`src/rtl/posit_decode_pipe.sv`:
```
// Purpose: parametrised posit decoder -> sign, zero/NaR flags, signed scale, MSB-aligned fraction.
// Latency: 3 cycles from accepted input to out_valid; one decode per cycle sustained.
// Backpressure: global stall while out_valid && !out_ready; every stage holds and in_ready drops.
//
// Ports:
//   clk, rst_n            clock (rising edge), asynchronous active-low reset
//   in_valid/in_ready     input handshake; in_posit is the raw NBITS-wide posit pattern
//   out_valid/out_ready   output handshake
//   out_sign              sign bit of the input posit
//   out_zero, out_nar     input was all zeros / input was 1 followed by zeros
//   out_scale             signed regime*2^ES + exponent (0 for zero and NaR)
//   out_frac              fraction without hidden bit, MSB-aligned, zero-padded (0 for zero and NaR)
module posit_decode_pipe #(
  parameter int NBITS = 16,
  parameter int ES    = 1,
  parameter int SW    = $clog2(NBITS) + ES + 2,
  parameter int FW    = NBITS - 3 - ES
) (
  input  logic                 clk,
  input  logic                 rst_n,
  input  logic                 in_valid,
  output logic                 in_ready,
  input  logic [NBITS-1:0]     in_posit,
  output logic                 out_valid,
  input  logic                 out_ready,
  output logic                 out_sign,
  output logic                 out_zero,
  output logic                 out_nar,
  output logic signed [SW-1:0] out_scale,
  output logic [FW-1:0]        out_frac
);

  localparam int BW = NBITS - 1;      // body bits (everything below the sign)
  localparam int TW = BW - 2;         // body bits that can survive the shortest regime (== ES + FW)
  localparam int KW = $clog2(NBITS);  // holds run lengths up to BW
  localparam int RW = KW + 1;         // signed regime width
  localparam int EW = (ES > 0) ? ES : 1;

  // Global stall: the whole pipe freezes when the output register cannot drain.
  logic stall;
  assign stall    = out_valid && !out_ready;
  assign in_ready = !stall;

  // ---------------------------------------------------------------- S1
  logic          s1_vld;
  logic          s1_sign;
  logic          s1_zero;
  logic          s1_nar;
  logic [BW-1:0] s1_body;

  always_ff @(posedge clk or negedge rst_n) begin
    if (!rst_n) begin
      s1_vld  <= 1'b0;
      s1_sign <= 1'b0;
      s1_zero <= 1'b0;
      s1_nar  <= 1'b0;
      s1_body <= '0;
    end else if (!stall) begin
      s1_vld  <= in_valid;
      s1_sign <= in_posit[NBITS-1];
      s1_zero <= (in_posit == '0);
      s1_nar  <= in_posit[NBITS-1] && (in_posit[BW-1:0] == '0);
      // Negative posits decode as the magnitude of their two's complement.
      s1_body <= in_posit[NBITS-1] ? -in_posit[BW-1:0] : in_posit[BW-1:0];
    end
  end

  // ---------------------------------------------------------------- S2
  // Run length of the leading body bit; a run always has length >= 1.
  logic          run_bit;
  logic          run_end;
  logic [KW-1:0] run_len;
  logic [RW-1:0] regime_nxt;

  always_comb begin
    run_bit = s1_body[BW-1];
    run_len = '0;
    run_end = 1'b0;
    for (int i = BW - 1; i >= 0; i--) begin
      if (!run_end && (s1_body[i] == run_bit)) begin
        run_len = run_len + KW'(1);
      end else begin
        run_end = 1'b1;
      end
    end
    regime_nxt = run_bit ? ({1'b0, run_len} - RW'(1)) : -{1'b0, run_len};
  end

  logic                 s2_vld;
  logic                 s2_sign;
  logic                 s2_zero;
  logic                 s2_nar;
  logic signed [RW-1:0] s2_regime;
  logic [KW-1:0]        s2_shamt;
  logic [TW-1:0]        s2_tail;

  always_ff @(posedge clk or negedge rst_n) begin
    if (!rst_n) begin
      s2_vld    <= 1'b0;
      s2_sign   <= 1'b0;
      s2_zero   <= 1'b0;
      s2_nar    <= 1'b0;
      s2_regime <= '0;
      s2_shamt  <= '0;
      s2_tail   <= '0;
    end else if (!stall) begin
      s2_vld    <= s1_vld;
      s2_sign   <= s1_sign;
      s2_zero   <= s1_zero;
      s2_nar    <= s1_nar;
      s2_regime <= regime_nxt;
      // Dropping run+terminator (k+1 bits) from the body is the same as dropping
      // k-1 bits from the body with its top two bits already removed.
      s2_shamt  <= run_len - KW'(1);
      s2_tail   <= s1_body[TW-1:0];
    end
  end

  // ---------------------------------------------------------------- S3
  // A run that fills the body shifts everything out, giving exp = 0 and frac = 0.
  logic [TW-1:0]        tail_shift;
  logic [EW-1:0]        exp_bits;
  logic [FW-1:0]        frac_nxt;
  logic signed [SW-1:0] regime_sx;
  logic signed [SW-1:0] scale_nxt;
  logic                 special;

  assign tail_shift = s2_tail << s2_shamt;
  assign frac_nxt   = tail_shift[FW-1:0];
  assign special    = s2_zero || s2_nar;

  if (ES > 0) begin : g_exp
    assign exp_bits = tail_shift[TW-1:FW];
  end else begin : g_no_exp
    assign exp_bits = '0;
  end

  // The low ES bits of regime*2^ES are zero, so the exponent can be ORed in.
  assign regime_sx = SW'(s2_regime);
  assign scale_nxt = (regime_sx <<< ES) | SW'(exp_bits);

  always_ff @(posedge clk or negedge rst_n) begin
    if (!rst_n) begin
      out_valid <= 1'b0;
      out_sign  <= 1'b0;
      out_zero  <= 1'b0;
      out_nar   <= 1'b0;
      out_scale <= '0;
      out_frac  <= '0;
    end else if (!stall) begin
      out_valid <= s2_vld;
      out_sign  <= s2_sign;
      out_zero  <= s2_zero;
      out_nar   <= s2_nar;
      out_scale <= special ? '0 : scale_nxt;
      out_frac  <= special ? '0 : frac_nxt;
    end
  end

endmodule

```
`config.mk`:
```
export PLATFORM = sky130hd
export DESIGN_NAME = posit_decode_pipe
export DESIGN_NICKNAME = d
export VERILOG_FILES = /design/src/rtl/posit_decode_pipe.sv
export SDC_FILE = /design/constraint.sdc
export NUM_CORES = 1
export LEC_CHECK = 0
export CORE_ASPECT_RATIO = 1.1
export CORE_MARGIN = 2
export CORE_UTILIZATION = 54
export CTS_BUF_LIST = sky130_fd_sc_hd__clkbuf_2
export CTS_CLUSTER_SIZE = 8
export DETAILED_ROUTE_END_ITERATION = 10
export GPL_ROUTABILITY_DRIVEN = 0
export PLACE_DENSITY = 0.82
export REMOVE_ABC_BUFFERS = 1
export SYNTH_ARGS = -nofsm -noshare
export SYNTH_HDL_FRONTEND = slang
export SYNTH_SLANG_ARGS = --single-unit
```
`constraint.sdc`:
```
create_clock -name clk -period 5.6 [get_ports clk]
set_input_delay 0.84 -clock clk [delete_from_list [all_inputs] [get_ports clk]]
set_output_delay 0.84 -clock clk [all_outputs]
set_load 0.1 [all_outputs]
```
# After elaboration in Yosys (flattened, before gate mapping)
# Index checks and enable logic that the tools add are counted.
[op_classes]
add_sub_neg = 17
eq_ne = 14
shifts = 1
mux = 31
bitwise = 1
reduce_logical = 32
[ops]
columns = ["op", "n"]
rows = [
  ["$add A4 B1 Y4 const B", 13],
  ["$mux W4", 13],
  ["$logic_not A16 Y1", 1],
  ["$logic_and A1 B1 Y1", 15],
  ["$logic_not A15 Y1", 1],
  ["$mux W15", 1],
  ["$neg A15 Y15", 1],
  ["$eq A1 B1 Y1", 14],
  ["$logic_not A1 Y1", 14],
  ["$mux W1", 13],
  ["$shl A13 B4 Y13", 1],
  ["$mux W12", 1],
  ["$mux W7", 1],
  ["$or A7 B1 Y7", 1],
  ["$mux W5", 1],
  ["$neg A4 Y5", 1],
  ["$sub A4 B1 Y5 const B", 1],
  ["$sub A4 B1 Y4 const B", 1],
  ["$mux W2", 1],
  ["$logic_or A1 B1 Y1", 1],
]
[word_totals]
reg_bits = 68
inputBits = 20
output_inout_bits = 24
wordCells = 114

# Longest topological paths before layout
[logic_depth]
word_depth = 41
ltp_mapped = 31
depth_no_buf = 29

# Worst setup path after synthesis
# OpenSTA, ideal clock, no wires.
[synth_timing]
kind = "register to register"
from = "reg s1_body[14]"
to = "reg s2_regime[3]"
setup_ns = 0.125
arrival_time_ns = 5.479
required_ns = 5.475
setup_slack_ns = -0.004
path_stages_with_launch = 28
path_buffers = 4
period_less_slack_ns = 5.604
cell_sequence = "dfrtp_1 buf_6 buf_2 buf_1 buf_1 xor2_1 a21oi_1 ha_1 nand2_1 a21oi_1 ha_1 mux2_2 ha_1 a221o_1 a21oi_1 a21oi_1 a21oi_1 a21oi_1 ha_1 nand2b_1 o2bb2ai_1 nand2_1 and4_1 o21ai_0 xor2_1 nand4b_1 xor3_1 mux2_4"
[synth_between]
elab_chain_len = 41
elab_cells_between_ends = 82
cone_classes = "15 x add/sub; 14 x eq/ne; 28 x mux; 25 x reduce/logical"
[synth_lines]
columns = ["element", "line_no", "rtl"]
rows = [
  ["start, declared", "49", "logic [BW-1:0] s1_body;"],
  ["start signal, assigned", "64", "s1_body <= in_posit[NBITS-1] ? -in_posit[BW-1:0] : in_posit[BW-1:0];"],
  ["parallel branches: the longest is 40 deep, another holds $add A4 B1 Y4", "--", ""],
  ["$mux W5 *", "86", "regime_nxt = run_bit ? ({1'b0, run_len} - RW'(1)) : -{1'b0, run_len};"],
  ["end signal, assigned", "111", "s2_regime <= regime_nxt;"],
  ["end, declared", "93", "logic signed [RW-1:0] s2_regime;"],
]
# Mark *: on every way between the ends.
# A chain may end at the register's enable or synchronous reset.

# Worst setup path in the final report
[layout_timing]
from = "reg s1_body[13]"
to = "reg s2_regime[3]"
[layout_between]
elab_chain_len = 41
elab_cells_between_ends = 69
cone_classes = "15 x add/sub; 1 x eq/ne; 28 x mux; 25 x reduce/logical"
[layout_lines]
columns = ["element", "line_no", "rtl"]
rows = [
  ["$eq A1 B1 Y1 *", "80", "if (!run_end && (s1_body[i] == run_bit)) begin"],
  ["parallel branches: the longest is 37 deep, another holds $add A4 B1 Y4", "--", ""],
  ["$mux W4 *", "80", ""],
  ["$neg A4 Y5 or $sub A4 B1 Y5 (tied branches)", "86", ""],
  ["$mux W5 *", "86", ""],
]
# Marks and branches as above.

==> run summary <==
Core Rows -> 34
largest area contributor in the netlist -> dfrtp_1
Root Driver -> clkbuf_2
grt ovf -> 0
vias per cell -> 5.665
hpwl dp -> 6459 um
IO buf count -> 43
TritonCTS clock tree -> yes
P_int -> 1.364 mW
first-pass GRT wire length -> 15330 um
largest cells by area after synthesis -> dfrtp_1 39%, nand2_1 11%, o21ai_0 5.3%
initial antenna violation count -> 0
final WL -> 9055 um
ys async rst share -> 100.0%
antenna viol nets, final -> 0
post-synth top area share -> 39.25%
Distinct cells, synth -> 65
hold depth -> 2
commonest non-fill, non-tap cell in the layout -> nand2_1
vias -> 3705
P per Cell Area -> 579.5 nW/um^2
CP Data Required Time -> 5.99 ns
# fillers -> 665
TritonCTS Buffers -> 9
ys flop type -> dfrtp_1
clock buffer depth -> 2
Worst Reg-to-Reg Cells -> 25
fin crit share -> 94.01%
yosys warns -> 0
leak pwr -> 2.177 nW
clock skew -> 0.03828 ns
Area growth, synth to finish -> 15.35%
Worst Path Arrival -> 5.65 ns
Worst Hold Class -> reg -> reg
Worst-path clk slew -> 0.18 ns
clk_lat worst skew -> 0.49 ns
antenna cell count -> 0
Peak Freq -> 189.9 MHz
min-delay src -> s2_vld
fin. max-slew vios -> 0
hold_buf cts -> 0
Slew @ Worst Pin -> 0.9890 ns
Setup Crit Path Kind -> reg -> reg
vias in the first global route -> 3435
DRC Markers -> 0
post-synthesis sequential area ratio -> 39.25%
share of cells above drive strength 1 -> 9.890%
sw frac -> 52.22%
status -> finished, final reports clean
hold worst-path end -> s2_vld
combinational fraction of design power -> 60.2%
worst-path fanout max -> 6
count of final setup violators -> 0
Final #Nets -> 571
io pins -> 44
chip height -> 97.28 um
peak supply drop -> 0.2748 mV
CORE AREA -> 7785 um^2
post-synthesis cell area -> 4272 um^2
Yosys reg bits -> 67
CTS sink cnt -> 67
First DRT Iteration DRCs -> 248
largest net degree at the start of global routing -> 87
min Tclk post-route -> 5.265 ns
CTS HTree Levels -> 3
crit start category -> flop
commonest cells after routing, fill and taps aside -> 125 x nand2_1, 63 x dfrtp_1, 43 x o21ai_0, 41 x clkdlybuf4s50_1, 32 x nor2_1
Clk pwr share -> 9.4%
Initial Util -> 54.87%
syn avg cell area -> 8.376 um^2
Total GRT Usage -> 21.93%
pre-CTS setup slack -> 0.02637 ns
R2R Path Start -> s1_body[13]
flop2flop setup slack -> 0.34 ns
Routed WL per cell -> 13.85 um
worst r2r dst -> s2_regime[3]
setup ws final -> 0.3353 ns
Hold Fails Final Rpt -> 0
Worst setup EP type -> flop
Post-synth EDFFs -> 0
max-cap viol count -> 0
NetSw -> 1.491 mW
drt first pass iters -> 4
fin util -> 63.29%
die area -> 8638 um^2
share of power burned in registers -> 30.3%
Die Wd -> 88.80 um
Rel. slew slack -> 33.86%
Syn Inst Count -> 510
## kinds of logic after synthesis
logic type,share of synthesized area [%]
and+or+nand+nor,23.87
adders and majority gates,2.929
AOI/OAI and AO/OA,17.22
buffers and inverters,4.247
DFF,39.25
xor gates and xnor gates,6.473
muxes,6.005
## stage by stage
step / power, mW / instances / hold slack (ns) / TNS (ns) / area (um^2)
after detailed placement: 2.552 / 635 / 0.4503 / 0 / 4746
after global routing: 3.069 / 654 / 0.5341 / -0.05921 / 4927
after CTS: 2.831 / 652 / 0.4908 / 0 / 4861
after global placement: 2.496 / 635 / 0.4405 / 0 / 4746
final: 2.855 / 654 / 0.4816 / 0 / 4927
after floorplan: 2.138 / 476 / 0.4300 / -14.16 / 4120
## critical path: stages, from the launching register on
cell and delay (ns):
dfrtp_2 0.48, nor4_2 0.33, a2bb2o_4 0.20, a21oi_1 0.08, ha_1 0.29, nand2_1 0.07, a21oi_1 0.16, ha_1 0.28
mux2_2 0.29, ha_1 0.32, a221o_1 0.34, a21oi_1 0.15, a21oi_1 0.10, a21oi_2 0.19, nand2b_1 0.07, nand2_1 0.06
a21oi_1 0.06, ha_1 0.24, nor4_1 0.16, o21ai_0 0.13, and4_1 0.19, o21ai_1 0.14, xor2_1 0.19, nand4b_1 0.16
xor3_1 0.23, mux2_4 0.26
## power groups by stage
stage / sequential, mW / clock [mW] / combinational [mW]
finish: 0.867 / 0.269 / 1.72
global route: 0.896 / 0.301 / 1.87
CTS: 0.861 / 0.280 / 1.69
detailed placement: 0.874 / 0 / 1.68
global placement: 0.858 / 0 / 1.64
floorplan: 1.32 / 0 / 0.818
## layer usage
metal / global-route usage, % / part of all wire [%] / routed length, um / vias to the layer above
met5: 0 / 0 / 0 / -
met4: 8.858 / 1.4 / 128 / 0
met3: 3.059 / 4.2 / 383 / 13
met1: 29.38 / 44 / 3959 / 1741
li1: - / - / - / 1852
met2: 35.30 / 51 / 4583 / 99
## area by class of cell
class,count,area (um^2),area share [%]
Clock buffer,10,50.05,1.016
Tap cell,108,135.1,2.743
Clock inverter,6,56.30,1.143
Multi-Input combinational cell,401,2461,49.95
Sequential cell,67,1682,34.13
Timing Repair Buffer,54,513.0,10.41
Inverter,8,30.03,0.6094
## worst max-delay path by stage
stage                           start            to  slack (ns)  depth (start not counted)
after CTS                 s1_body[11]  s2_regime[3]         0.1                         25
after global routing      s1_body[13]  s2_regime[3]       -0.05                         24
final                     s1_body[13]  s2_regime[3]        0.34                         25
after floorplan             out_valid      in_ready       -0.80                          2
after global placement    s1_body[14]  s2_regime[3]        0.33                         26
after detailed placement  s1_body[11]  s2_regime[3]        0.03                         24
## Yosys cell counts, types with 3 or more instances
cell type and number:
nor2_1 33, and3_1 4, dfrtp_1 67, a211oi_1 5, a32o_1 3, xnor2_1 7
mux2_2 7, nand2_1 125, and2_1 4, clkbuf_1 24, o31ai_1 4, mux2i_1 14
a21oi_1 22, nand2b_1 7, nor2b_1 8, nand3b_1 3, and4_1 3, inv_1 7
nor4_1 5, ha_1 10, xor2_1 20, buf_2 3, o21ai_0 45, nand3_1 9
a22o_1 10, nor3_1 9, a31oi_1 4, or3_1 3, buf_1 3
## state kept, by name, summed over array words and instances, names as in the netlist
| register | count |
|---|---|
| s1_body | 15 |
| s2_tail | 13 |
| out_frac | 12 |
| out_scale | 6 |
| s2_regime | 5 |
| s2_shamt | 4 |
| out_nar | 1 |
| out_sign | 1 |
| out_valid | 1 |
| out_zero | 1 |
| s1_nar | 1 |
| s1_sign | 1 |
| s1_vld | 1 |
| s1_zero | 1 |
| s2_nar | 1 |
| s2_sign | 1 |
| s2_vld | 1 |
| s2_zero | 1 |
## what timing repair did
item,4_1_cts,5_1_grt
setup endpoints to repair,1,5
gates resized for setup,1,15
buffers inserted,1,2
pin swaps,0,4
Note: power is estimated with default switching activity, not from simulation.
